--- src/rtl/mult_pkg.sv ---
// Shared types and constants for the tiled 2x2-digit multiplier and its correction tile.
package mult_pkg;

  typedef enum logic [1:0] {
    ST_IDLE = 2'd0,
    ST_RUN  = 2'd1,
    ST_DONE = 2'd2
  } state_t;

  localparam int DIGIT_W    = 2;
  localparam int TILE_OUT_W = 4;

  localparam logic [TILE_OUT_W-1:0] CORR_KEY_RST = 4'b1111;
  localparam logic [TILE_OUT_W-1:0] CORR_VAL_RST = 4'd9;

  function automatic logic [TILE_OUT_W-1:0] exact_tile(input logic [DIGIT_W-1:0] a_d,
                                                       input logic [DIGIT_W-1:0] b_d);
    return TILE_OUT_W'(a_d) * TILE_OUT_W'(b_d);
  endfunction

endpackage

--- src/rtl/corr_tile_2x2.sv ---
// Combinational 2-bit x 2-bit multiply cell; an armed key match replaces the exact
// product with a programmed value so approximate cells can be emulated.
module corr_tile_2x2
  import mult_pkg::*;
(
  input  logic [DIGIT_W-1:0]    i_a,
  input  logic [DIGIT_W-1:0]    i_b,
  input  logic                  i_arm,
  input  logic [2*DIGIT_W-1:0]  i_key,
  input  logic [TILE_OUT_W-1:0] i_val,
  output logic [TILE_OUT_W-1:0] o_p
);

  logic w_match;

  assign w_match = i_arm && ({i_a, i_b} == i_key);
  assign o_p     = w_match ? i_val : exact_tile(i_a, i_b);

endmodule

--- src/rtl/tiled_corr_multiplier.sv ---
// Multi-cycle unsigned multiplier: one 2x2 digit pair per cycle on a shared tile.
// Define CORR_OVERRIDE_EN to add the cfg_* override port and its key/val/arm registers.
module tiled_corr_multiplier
  import mult_pkg::*;
#(
  parameter int WIDTH = 8
) (
  input  logic               clk,
  input  logic               rst_n,
  input  logic               in_valid,
  output logic               in_ready,
  input  logic [WIDTH-1:0]   a,
  input  logic [WIDTH-1:0]   b,
  output logic               out_valid,
  input  logic               out_ready,
  output logic [2*WIDTH-1:0] p,
  output logic               busy
`ifdef CORR_OVERRIDE_EN
  ,
  input  logic               cfg_we,
  input  logic               cfg_arm,
  input  logic [3:0]         cfg_key,
  input  logic [3:0]         cfg_val
`endif
);

  localparam int ND    = WIDTH / 2;
  localparam int PW    = 2 * WIDTH;
  localparam int IDX_W = (ND > 1) ? $clog2(ND) : 1;
  localparam int SH_W  = $clog2(PW) + 1;

  state_t r_state;
  state_t w_state_next;

  logic [WIDTH-1:0]      r_a;
  logic [WIDTH-1:0]      r_b;
  logic [IDX_W-1:0]      r_i;
  logic [IDX_W-1:0]      r_j;
  logic [PW-1:0]         r_acc;

  logic                  w_accept;
  logic                  w_last;
  logic [DIGIT_W-1:0]    w_a_dig;
  logic [DIGIT_W-1:0]    w_b_dig;
  logic [TILE_OUT_W-1:0] w_tile;
  logic [SH_W-1:0]       w_shamt;
  logic [PW-1:0]         w_term;

  logic                  w_arm;
  logic [3:0]            w_key;
  logic [3:0]            w_val;

`ifdef CORR_OVERRIDE_EN
  logic       r_arm;
  logic [3:0] r_key;
  logic [3:0] r_val;

  // Writable at any time; a write during RUN affects the following tile evaluations.
  always_ff @(posedge clk or negedge rst_n) begin
    if (!rst_n) begin
      r_arm <= 1'b0;
      r_key <= CORR_KEY_RST;
      r_val <= CORR_VAL_RST;
    end else if (cfg_we) begin
      r_arm <= cfg_arm;
      r_key <= cfg_key;
      r_val <= cfg_val;
    end
  end

  assign w_arm = r_arm;
  assign w_key = r_key;
  assign w_val = r_val;
`else
  assign w_arm = 1'b0;
  assign w_key = CORR_KEY_RST;
  assign w_val = CORR_VAL_RST;
`endif

  assign w_accept = (r_state == ST_IDLE) && in_valid;
  assign w_last   = (r_i == IDX_W'(ND - 1)) && (r_j == IDX_W'(ND - 1));
  assign w_a_dig  = r_a[DIGIT_W*r_i +: DIGIT_W];
  assign w_b_dig  = r_b[DIGIT_W*r_j +: DIGIT_W];

  corr_tile_2x2 u_tile (
    .i_a   (w_a_dig),
    .i_b   (w_b_dig),
    .i_arm (w_arm),
    .i_key (w_key),
    .i_val (w_val),
    .o_p   (w_tile)
  );

  // Digit pair (i,j) carries weight 4^(i+j), i.e. a shift of 2*(i+j) bits.
  assign w_shamt = SH_W'(r_i) + SH_W'(r_j);
  assign w_term  = PW'(w_tile) << {w_shamt, 1'b0};

  always_ff @(posedge clk or negedge rst_n) begin
    if (!rst_n) begin
      r_state <= ST_IDLE;
    end else begin
      r_state <= w_state_next;
    end
  end

  always_comb begin
    w_state_next = r_state;
    case (r_state)
      ST_IDLE: if (in_valid)  w_state_next = ST_RUN;
      ST_RUN:  if (w_last)    w_state_next = ST_DONE;
      ST_DONE: if (out_ready) w_state_next = ST_IDLE;
      default:                w_state_next = ST_IDLE;
    endcase
  end

  always_comb begin
    in_ready  = 1'b0;
    out_valid = 1'b0;
    busy      = 1'b0;
    case (r_state)
      ST_IDLE: in_ready = 1'b1;
      ST_RUN:  busy = 1'b1;
      ST_DONE: begin
        busy      = 1'b1;
        out_valid = 1'b1;
      end
      default: in_ready = 1'b0;
    endcase
  end

  always_ff @(posedge clk or negedge rst_n) begin
    if (!rst_n) begin
      r_a <= '0;
      r_b <= '0;
    end else if (w_accept) begin
      r_a <= a;
      r_b <= b;
    end
  end

  always_ff @(posedge clk or negedge rst_n) begin
    if (!rst_n) begin
      r_i <= '0;
      r_j <= '0;
    end else if (w_accept) begin
      r_i <= '0;
      r_j <= '0;
    end else if (r_state == ST_RUN) begin
      if (r_j == IDX_W'(ND - 1)) begin
        r_j <= '0;
        r_i <= r_i + 1'b1;
      end else begin
        r_j <= r_j + 1'b1;
      end
    end
  end

  // Accumulation wraps modulo 2^(2*WIDTH); only an armed override can push it there.
  always_ff @(posedge clk or negedge rst_n) begin
    if (!rst_n) begin
      r_acc <= '0;
    end else if (w_accept) begin
      r_acc <= '0;
    end else if (r_state == ST_RUN) begin
      r_acc <= r_acc + w_term;
    end
  end

  assign p = r_acc;

endmodule

--- config.mk ---
export PLATFORM = sky130hd
export DESIGN_NAME = tiled_corr_multiplier
export DESIGN_NICKNAME = d
export VERILOG_FILES = /design/src/rtl/mult_pkg.sv /design/src/rtl/corr_tile_2x2.sv /design/src/rtl/tiled_corr_multiplier.sv
export SDC_FILE = /design/constraint.sdc
export NUM_CORES = 1
export LEC_CHECK = 0
export BUFFER_PORTS_ARGS = -buffer_cell sky130_fd_sc_hd__buf_4
export CORE_UTILIZATION = 62
export DETAILED_ROUTE_END_ITERATION = 10
export PLACE_DENSITY = 0.89
export SYNTH_ARGS = -nofsm -noshare
export SYNTH_HDL_FRONTEND = slang
export SYNTH_SLANG_ARGS = --single-unit
--- constraint.sdc ---
create_clock -name clk -period 7.9 [get_ports clk]
set_clock_uncertainty 0.1 [all_clocks]
set_input_delay 0.79 -clock clk [delete_from_list [all_inputs] [get_ports clk]]
set_output_delay 0.79 -clock clk [all_outputs]
set_load 0.01 [all_outputs]
# == After elaboration in Yosys (flattened, before gate mapping) ==
# Cells that the tools add are included.
# totals
regBits,38
inputBits,20
out_inout_bits,19
word_cells,44
# op_classes
n_addsub,4
multipliers,1
n_eq_ne,7
shift,3
muxes,15
n_reduce_logical,8
# ops
cell,n
$mux 16,2
$mux 2,9
$add 16x16->16,1
$shiftx 8x4->2,2
$shl 4x4->16,1
$eq 2x2->1 const B,3
$ne 2x2->1 const B,3
$pmux 2 s3,1
$add 2x1->2 const B,2
$mul 2x2->4,1
$reduce_bool 2->1,2
$add 2x2->3,1
$mux 1,3
$reduce_and 3->1,1
$eq 2x1->1 const B,1
$logic_and 1x1->1,2
$logic_not 2->1,1
$reduce_and 2->1,1
$reduce_or 2->1,1

# == Logic depth before layout (Yosys ltp) ==
# logic_depth
word_depth,6
ltp_mapped,14
depth_no_buf,13

# == Hierarchy ==
# Synthesis repeated with hierarchy kept, for this count alone.
# unflattened
hier_cells,340
hier_area_um2,2905.3
# modules_own_cells
module,n_inst,cells_each,area_per_inst_um2
tiled_corr_multiplier,1,320,2727.6
corr_tile_2x2,1,20,177.7

# == Worst setup path after synthesis ==
# Ideal clock, no wire load.
# synth_timing
kind,register -> register
start,register r_i[0]
end,"register r_acc[13], in the netlist p[13]"
setup_time_ns,0.126
arrival_ns,3.373
setup_slack_ns,4.301
stages_incl_launch_ff,15
path_buffers,1
period_less_slack_ns,3.599
path_cell_list,dfrtp_1 > mux4_2 > and2_1 > ha_1 > ha_1 > nor2b_1 > a31oi_1 > nor2_1 > ha_1 > buf_6 > a21o_1 > a211o_1 > a211oi_2 > o21ai_0 > nor3b_2
# synth_via
elab_chain_cells,6
elab_cells_between_ends,7
# synth_rtl
element,line_no,rtl
from (decl),tiled_corr_multiplier.sv:37,logic [IDX_W-1:0] r_i;
from (signal assigned),tiled_corr_multiplier.sv:151,r_i <= r_i + 1'b1;
$shiftx 8x4->2,tiled_corr_multiplier.sv:82,assign w_a_dig = r_a[DIGIT_W*r_i +: DIGIT_W];
$mul 2x2->4,mult_pkg.sv:18,return TILE_OUT_W'(a_d) * TILE_OUT_W'(b_d);
$shl 4x4->16 (*),tiled_corr_multiplier.sv:96,"assign w_term = PW'(w_tile) << {w_shamt, 1'b0};"
$add 16x16->16 (*),tiled_corr_multiplier.sv:165,r_acc <= r_acc + w_term;
$mux 16 (*),tiled_corr_multiplier.sv:164,end else if (r_state == ST_RUN) begin
$mux 16 (*),tiled_corr_multiplier.sv:162,end else if (w_accept) begin
to (signal assigned),tiled_corr_multiplier.sv:165,
to (decl),tiled_corr_multiplier.sv:39,logic [PW-1:0] r_acc;
# Mark *: on every way between the ends. The rest lies on a longest branch, timed or not. The select of a mux whose other input is x is not followed.
# A chain may end at the register's enable or synchronous reset.

# == Worst setup path in the final report ==
# layout_timing
start,register r_i[0]
end,"register r_acc[14], in the netlist p[14]"
# Same word-level chain as after synthesis.

==> results.json <==
{
  "fmax_mhz": 252,
  "peakVddDrop_v": 0.000204,
  "async_reset_ff_share_pct": 100,
  "cts_buffer_depth": 2,
  "clock_power_share_pct": 18.2,
  "cts_tree": "yes",
  "hold_violations": 0,
  "cts_made_buffers": 5,
  "cap_violations": 0,
  "outcome": "completed",
  "synthAdderAreaFrac_pct": 11.6,
  "cp-end-kind": "flip-flop",
  "comb_power_share_pct": 51.5,
  "power.switching_uw": 473,
  "ant_nets": 0,
  "cp_common_cell": "ha_1",
  "syn-num-nets": 374,
  "path_class": "flip-flop to flip-flop",
  "rsz0062_at_grt": "no",
  "antenna_found_initial": 0,
  "drt_wl_total_um": 6740,
  "synth_mux_area_share_pct": 5.09,
  "avgRoutedWirePerCell_um": 16.5,
  "ff2ff_setup_slack_ps": 3930,
  "path_cells": "mux4_2, and2_1, ha_1, ha_1, nor2b_1, a31oi_1, nor2_1, ha_1, and2b_1, o2111a_1, nor2_1, o311ai_0, o211ai_1",
  "die_h_um": 69.5,
  "finalMaxSlewViolations": 0,
  "yosys.area_share.simple_pct": 24.5,
  "power.leakage_uw": 0.00157,
  "placementRows": 24,
  "dr_total_vias": 2492,
  "synth_cells": 329,
  "cts_resized": 0,
  "grt_overflow": 0,
  "intPower_uw": 637,
  "ys_warn_count": 0,
  "ys_seq_area_share_pct": 33.6,
  "clk_latency_ps": 300,
  "finalNetCount": 400,
  "finalNonFillerCells": 408,
  "r2r_end": "p[14]$_DFFE_PN0P_",
  "ys_ff_latch": 38,
  "first_global_vias": 2432,
  "cpLargestDelayFamily": "compound AO/OA/AOI/OAI gates",
  "area_growth_pct": 14.0,
  "synth_top_family_by_area": "simple AND/OR/NAND/NOR gates",
  "cts_root_buf": "clkbuf_8",
  "period_share_pct": 50.3,
  "synth_flop_cell": "dfrtp_1",
  "dp_hpwl_um": 4860,
  "crit_required_ps": 7970,
  "routed_via_density": 6.11,
  "power_density_nw_per_um2": 345,
  "drive_gt1_share_pct": 18.0,
  "arrival_ps": 4040,
  "ios": 39,
  "syn_area_um2": 2830,
  "drtIter0Drc": 168,
  "hold_class": "input port to asynchronous set/reset pin",
  "r2r_cells": 13,
  "post_cts_buffers": 0,
  "setup_violations": 0,
  "crit_path_top_delay_cell": "mux4_2",
  "worstMarginPinSlew_ps": 1160,
  "synth_compound_area_share_pct": 18.7,
  "die_w_um": 69.5,
  "core_area_um2": 4350,
  "start_util_pct": 64.9,
  "grt_pass1_wl_um": 11200,
  "clkSinkCount": 38,
  "die-area_um2": 4830,
  "cp-start-kind": "flip-flop",
  "yosysUniqueCellTypes": 57,
  "post-route-min-period_ps": 3970,
  "synth_edf_count": 0,
  "htree_levels": 2,
  "synthXorXnorAreaFrac_pct": 1.55,
  "first_pass_iters": 4,
  "relSlewSlack_pct": 22.9,
  "numPortBuffers": 38,
  "r2r_start": "r_i[0]$_DFFE_PN0P_",
  "place_inst": 400,
  "place_congestion": 0.886,
  "grt_use_total_pct": 29.6,
  "crit_path_max_fanout": 5,
  "switching_share_pct": 42.6,
  "diodes": 0,
  "fin_setup_tns_ps": 0,
  "drc": 0,
  "syn_avg_cell_area_um2": 8.59,
  "clkTransAtPathRegs_ps": 80,
  "seq_power_share_pct": 30.4,
  "slowest_delay_ps": 580,
  "cts_hold_buf": 0,
  "grt_start_max_net_pins": 39,
  "critical_path_buf_inv_count": 0
}
-- worst register-to-register path, stage by stage (launching register included) --
cell and delay, ps:
dfrtp_1 480, mux4_2 580, and2_1 180, ha_1 190, ha_1 300, nor2b_1 140, a31oi_1 360, nor2_1 90
ha_1 350, and2b_1 220, o2111a_1 240, nor2_1 90, o311ai_0 370, o211ai_1 150
-- cell families after synthesis --
group,after synthesis
compound gates,75
xor+xnor,5
fa+ha+maj,25
buf+inv,31
flops,38
mux,9
simple gates,146
-- layout by cell type, fill, tap and decap left out, drive strengths merged, types with 6 or more instances in the layout --
master | netlist | routed
a211oi | 6 | 6
a21oi | 18 | 18
buf | 8 | 38
dfrtp | 38 | 38
ha | 23 | 23
inv | 12 | 12
nand2 | 67 | 67
nor2 | 26 | 26
nor3 | 12 | 12
o21ai | 17 | 17
-- area by class of cell --
class / instances / area, um2
Multi-Input combinational cell: 260 / 1740
Fill cell: 327 / 1130
Sequential cell: 38 / 951
Timing Repair Buffer: 38 / 285
Clock buffer: 5 / 68.8
Clock inverter: 3 / 68.8
Tap cell: 52 / 65.1
Inverter: 12 / 45.0
-- cell usage after synthesis, drive strengths merged (3+ instances only) --
cell	count	area, um2
nand2	67	251
dfrtp	38	951
nor2	26	97.6
ha	23	288
a21oi	18	93.8
o21ai	17	88.8
inv	12	45.0
nor3	12	70.1
clkbuf	11	41.3
buf	8	51.3
a211oi	6	55.1
a21o	5	37.5
and2	5	31.3
mux2i	5	53.8
nand3	5	25.0
o211ai	5	42.5
a31oi	4	25.0
mux4	4	90.1
nand3b	4	30.0
nand4	4	25.0
nor2b	4	25.0
o22ai	4	25.0
and3	3	18.8
nand2b	3	18.8
nor4b	3	26.3
xor2	3	26.3
-- per-stage QoR --
stage	total power, uW	utilization, %	area (um2)	setup slack [ps]	hold slack [ps]
after floorplan	755	-	2830	4300	340
after global routing	1190	74.0	3220	3660	380
final	1110	74.0	3220	3930	336
after detailed placement	901	70.8	3080	3970	362
after global placement	877	70.8	3080	4100	359
after CTS	1110	74.0	3220	3950	357
-- routing by layer --
metal	global-route usage (%)	up-vias	share of wire, %
met3	4.65	20	4.9
met2	49.9	75	50
met4	14.3	0	2.7
met5	0	-	0
li1	-	1221	-
met1	36.9	1176	42
-- power groups by stage --
stage | clock (uW) | sequential (uW) | combinational (uW)
final | 202 | 337 | 572
after global routing | 209 | 347 | 637
after CTS | 203 | 337 | 569
after detailed placement | 0 | 338 | 563
after global placement | 0 | 336 | 542
after floorplan | 0 | 331 | 423
-- state kept, by name, indices dropped and copies added, names as in the netlist --
register	count
p	16
r_a	8
r_j	2
r_i	2
r_b	8
r_state	2
-- how the worst max path moves through the flow --
stage	from	endpoint	slack [ps]	cells past startpoint
4_1_cts	r_i[0]$_DFFE_PN0P_	p[14]$_DFFE_PN0P_	3950	13
3_5_place_dp	r_i[0]$_DFFE_PN0P_	p[13]$_DFFE_PN0P_	3970	13
5_1_grt	r_i[0]$_DFFE_PN0P_	p[14]$_DFFE_PN0P_	3660	13
6_report	r_i[0]$_DFFE_PN0P_	p[14]$_DFFE_PN0P_	3930	13
2_1_floorplan	r_i[0]$_DFFE_PN0P_	p[13]$_DFFE_PN0P_	4300	14
3_3_place_gp	r_i[0]$_DFFE_PN0P_	p[13]$_DFFE_PN0P_	4100	13
Note: power is estimated with default switching activity, not from simulation.
